[config.mk]
export PLATFORM = sky130hd
export DESIGN_NAME = ramp_gen_p
export DESIGN_NICKNAME = d
export VERILOG_FILES = /design/src/rtl/ramp_gen_p.sv
export SDC_FILE = /design/constraint.sdc
export NUM_CORES = 1
export LEC_CHECK = 0
export BUFFER_PORTS_ARGS = -buffer_cell sky130_fd_sc_hd__buf_2
export CORE_MARGIN = 3
export CORE_UTILIZATION = 52
export DETAILED_ROUTE_END_ITERATION = 10
export PLACE_DENSITY = 0.85
export SYNTH_ARGS = -nofsm -noshare
export SYNTH_HDL_FRONTEND = slang
export SYNTH_SLANG_ARGS = --single-unit
[constraint.sdc]
create_clock -name clock -period 2.5 [get_ports clock]
set_clock_uncertainty 0.15 [all_clocks]
set_input_delay 0.5 -clock clock [delete_from_list [all_inputs] [get_ports clock]]
set_output_delay 0.5 -clock clock [all_outputs]
set_load 0.01 [all_outputs]
[src/rtl/ramp_gen_p.sv]
// Handshaked up/down ramp generator: ramps from mid-scale by K per clock for H clocks, then returns.
// Define RAMP_RETURN_EN to make the return a K-per-clock ramp back to mid-scale instead of a jump.
module ramp_gen_p #(
  parameter int unsigned W  = 8,
  parameter int unsigned HW = 7,
  parameter int unsigned KW = 3
) (
  input  logic          clock,
  input  logic          reset,
  input  logic          dav_,
  output logic          rfd,
  input  logic          s,
  input  logic [HW-1:0] h,
  input  logic [KW-1:0] k,
  output logic [W-1:0]  out,
  output logic          sat
);

  localparam logic [W-1:0] Mid = {1'b1, {(W-1){1'b0}}};
  localparam logic [W-1:0] Max = {W{1'b1}};

  typedef enum logic [1:0] {StIdle, StRamp, StDone} state_e;

  state_e        state_q, state_d;
  logic          s_q, s_d;
  logic [HW-1:0] h_q, h_d;
  logic [KW-1:0] k_q, k_d;
  logic [W-1:0]  out_q, out_d;
  logic          rfd_q, rfd_d;
  logic          sat_q, sat_d;

  // One extra bit of headroom so the step can never wrap past a rail.
  logic [W:0] k_ext, up_sum, dn_diff;
  logic [W:0] gap;

  assign k_ext   = (W+1)'(k_q);
  assign up_sum  = {1'b0, out_q} + k_ext;
  assign dn_diff = {1'b0, out_q} - k_ext;

  always_comb begin
    state_d = state_q;
    s_d     = s_q;
    h_d     = h_q;
    k_d     = k_q;
    out_d   = out_q;
    rfd_d   = rfd_q;
    sat_d   = sat_q;
    gap     = '0;
    unique case (state_q)
      StIdle: begin
        rfd_d = 1'b1;
        if (!dav_) begin
          s_d     = s;
          h_d     = h;
          k_d     = (k == '0) ? KW'(1) : k;
          rfd_d   = 1'b0;
          sat_d   = 1'b0;
          state_d = (h == '0) ? StDone : StRamp;
        end
      end
      StRamp: begin
        if (!s_q) begin
          out_d = (up_sum >= {1'b0, Max}) ? Max : up_sum[W-1:0];
          if (out_d == Max) sat_d = 1'b1;
        end else begin
          out_d = dn_diff[W] ? '0 : dn_diff[W-1:0];
          if (out_d == '0) sat_d = 1'b1;
        end
        h_d = h_q - HW'(1);
        if (h_q == HW'(1)) state_d = StDone;
      end
      StDone: begin
`ifdef RAMP_RETURN_EN
        // Step back toward mid-scale without overshooting it.
        if (out_q > Mid) begin
          gap   = {1'b0, out_q - Mid};
          out_d = (gap > k_ext) ? out_q - k_ext[W-1:0] : Mid;
        end else if (out_q < Mid) begin
          gap   = {1'b0, Mid - out_q};
          out_d = (gap > k_ext) ? out_q + k_ext[W-1:0] : Mid;
        end
`else
        out_d = Mid;
`endif
        if (dav_ && out_q == Mid) begin
          state_d = StIdle;
          rfd_d   = 1'b1;
        end
      end
      default: state_d = StIdle;
    endcase
  end

  always_ff @(posedge clock) begin
    if (reset) begin
      state_q <= StIdle;
      s_q     <= 1'b0;
      h_q     <= '0;
      k_q     <= '0;
      out_q   <= Mid;
      rfd_q   <= 1'b1;
      sat_q   <= 1'b0;
    end else begin
      state_q <= state_d;
      s_q     <= s_d;
      h_q     <= h_d;
      k_q     <= k_d;
      out_q   <= out_d;
      rfd_q   <= rfd_d;
      sat_q   <= sat_d;
    end
  end

  assign out = out_q;
  assign rfd = rfd_q;
  assign sat = sat_q;

endmodule

==> flow_summary_export.csv <==
group,metric,value,unit
floorplan,start_util,0.559,
placement,gp_congestion,0.926,
layout,fill_cells,273,
worst_setup_path,worstPathArrival,2.62,ns
logic_synthesis,synth_cells,227,
cts,path_clk_slew,0.14,ns
layout,drive_above_1_share,0.247,
placement,dp_worst_setup_slack,0.0187,ns
grt,grt_overflow,0,
layout,instances_no_fill,303,
logic_synthesis,synth_area_leaders,"dfxtp_1, ha_1, nor2_1",
timing,setup_viol,3,
worst_setup_path,r2r-end,"out[6]",
logic_synthesis,synth-main-ff-cell,"dfxtp_1",
power_and_ir_drop,power.density,1180,nW/µm²
floorplan,rows,20,
status,status,"finished, violations left",
timing,hold_viol,0,
layout,synthToLayoutAreaGrowth,20.0,%
timing,final-max-slew-violation-count,0,
timing,timing.fmax,392,MHz
worst_setup_path,required,2.57,ns
worst_setup_path,rrSetupSlack,-0.05,ns
logic_synthesis,synth_enable_flop_cells,0,
grt,grt_pass1_wl,7200,µm
worst_setup_path,worstSetupEndpointType,"flop",
cts,cts_max_path_buffers,2,
logic_synthesis,yosysSeqAreaShare,0.263,
worst_setup_path,rr_startpoint,"out[0]",
worst_setup_path,criticalPathCategory,"reg2reg",
placement,numPortBuffers,23,
cts,hold_buffers,0,
worst_setup_path,crit_end,"out[6]",
cts,cts_buffers,3,
logic_synthesis,synth_cell_types,48,
floorplan,die_w,64,µm
worst_setup_path,critPathMaxFanout,3,
detailed_routing,routedWlPerCell,15.7,µm
grt,grt_max_degree,21,
logic_synthesis,netlist_area,1750,µm²
cts,cts-root-buf,"clkbuf_4",
floorplan,ioPinCount,24,
cts,cts_tree,"built",
detailed_routing,vias,1832,
timing,slew_headroom,0.661,
detailed_routing,dr.pass1.iters,4,
layout,final_nets,287,
logic_synthesis,synth.most_common_cell,"nor2_1",
timing,setup_ws,-0.0489,ns
cts,h-tree-depth,1,
floorplan,core_region_area,3130,µm²
logic_synthesis,synth_top_area_share,0.263,
timing,fin_crit,2.55,ns
logic_synthesis,async_reset_ff_frac,0,
cts,insertion_delay,0.31,ns
detailed_routing,wl,4760,µm
timing,fin_crit_sh,1.02,
worst_setup_path,r2r_cells,11,
detailed_routing,vias_per_cell,6.05,
floorplan,die_h,64,µm
grt,grt_antenna_before_repair,0,
detailed_routing,ant_nets,0,
logic_synthesis,ys_seq_elements,23,
cts,cts_sinks,23,
detailed_routing,drt_iter0_markers,130,
worst_setup_path,start_kind,"flop",
timing,rsz0062_at_grt,"true",
placement,post-place-cells,294,
logic_synthesis,yosysWarnings,0,
status,violations,"setup timing",
power_and_ir_drop,vdd_drop_max,0.576,mV
worst_setup_path,crit_chain,"inv_1 -> ha_1 -> inv_1 -> fa_2 -> a211o_1 -> or3_4 -> a221oi_4 -> buf_4 -> o31ai_1 -> nand3_1 -> o31ai_1",
timing,worst_slew_pin_slew,0.508,ns
logic_synthesis,synth_nets,254,
logic_synthesis,avgSynthCellArea,7.71,µm²
timing,fin_setup_tns,-0.0789,ns
grt,grt_pass1_vias,1629,
power_and_ir_drop,cellLeakagePower,0.850,nW
detailed_routing,drc,0,
grt,grt_util_all_layers,0.219,
worst_setup_path,critical_path.max_stage_delay,0.35,ns
placement,dp_hpwl,3390,µm
run,max-cap-violations,0,
floorplan,dieArea,4100,µm²
layout,antenna_cells,0,
worst_setup_path,slowest_stage,"dfxtp_2",
logic_synthesis,yosys-top-cells-count,"nor2_1, dfxtp_1, a21oi_1",
worst_setup_path,crit_path_start,"out[0]",
worst_hold_path,hold_class,"in2reg",
logic_synthesis,yosys.area.top_type,"dfxtp_1",
power_and_ir_drop,p_total,2.48,mW
## state kept, by name, indices dropped and copies added, names as in the netlist
name,cells
h_q,7
k_q,3
out,8
rfd,1
s_q,1
sat,1
state_q,2
## cell type report
| class | count | area (µm²) | share of cell area |
|---|---|---|---|
| clock inverter | 1 | 5.00 | 0.00239 |
| tap | 44 | 55.1 | 0.0262 |
| timing repair buffer | 41 | 250 | 0.119 |
| sequential | 23 | 467 | 0.222 |
| multi-input combinational | 177 | 1240 | 0.593 |
| clock buffer | 3 | 22.5 | 0.0107 |
| inverter | 14 | 55.1 | 0.0262 |
## worst max-delay path: cells and delay by family, from the launching register on
kind                     cells  cell delay [ns]
adder cells (fa/ha/maj)      2             0.48
buffers and inverters        3             0.26
AO/OA/AOI/OAI                4             0.76
AND/OR/NAND/NOR              2             0.44
flip-flops                   1             0.35
## power by group
| part | total [mW] | switching, mW | internal, mW |
|---|---|---|---|
| sequential | 0.624 | 0.142 | 0.482 |
| combinational | 1.68 | 0.928 | 0.753 |
| clock | 0.177 | 0.118 | 0.0598 |
| total | 2.48 | 1.19 | 1.29 |
## placed cells by master, fill, tap and decap left out, types with 4 or more instances in the layout
cell type / count
a211oi_1: 5
a21oi_1: 18
buf_2: 23
buf_4: 18
dfxtp_1: 20
ha_1: 10
inv_1: 13
mux2i_1: 6
nand2_1: 14
nand2b_1: 6
nand3_1: 5
nand3b_1: 4
nor2_1: 27
nor2b_1: 5
nor3_1: 10
o21ai_0: 6
o31ai_1: 4
xnor2_1: 4
## per-layer routing
layer / GRT usage / part of all wire
met4: 0.0701 / 0.017
met1: 0.287 / 0.41
met2: 0.377 / 0.50
met3: 0.0193 / 0.077
met5: 0 / 0
## logic make-up after synthesis
logic type / Yosys count / share of synthesized area
AOI/OAI and AO/OA: 64 / 0.250
muxes: 7 / 0.0408
adders and majority gates: 13 / 0.102
buffers and inverters: 27 / 0.0629
and+or+nand+nor: 89 / 0.261
xor gates and xnor gates: 4 / 0.0200
DFF: 23 / 0.263
## through the flow
step	utilization	hold WS [ns]	instance area (µm²)
final	0.671	0.268	2100
after global placement	0.626	0.319	1960
after floorplan	-	0.305	1750
after CTS	0.639	0.279	2000
after detailed placement	0.626	0.318	1960
after global routing	0.671	0.291	2100
## repair_timing
action | 4_1_cts | 5_1_grt
pin swaps | 0 | 10
buffers inserted | 0 | 5
setup endpoints to repair | 2 | 7
resized for setup | 3 | 15
hold endpoints to repair | 0 | 0
cloned | 0 | 0
## worst min-delay path by stage
stage,end,depth (start not counted),slack [ns],start
after floorplan,k_q[0],2,0.30,k_q[0]
after global placement,rfd,2,0.32,rfd
after detailed placement,rfd,2,0.32,rfd
after CTS,s_q,3,0.28,s
after global routing,k_q[2],3,0.29,k[2]
final,s_q,3,0.27,s
No activity file was read; power rests on OpenSTA's default activity.
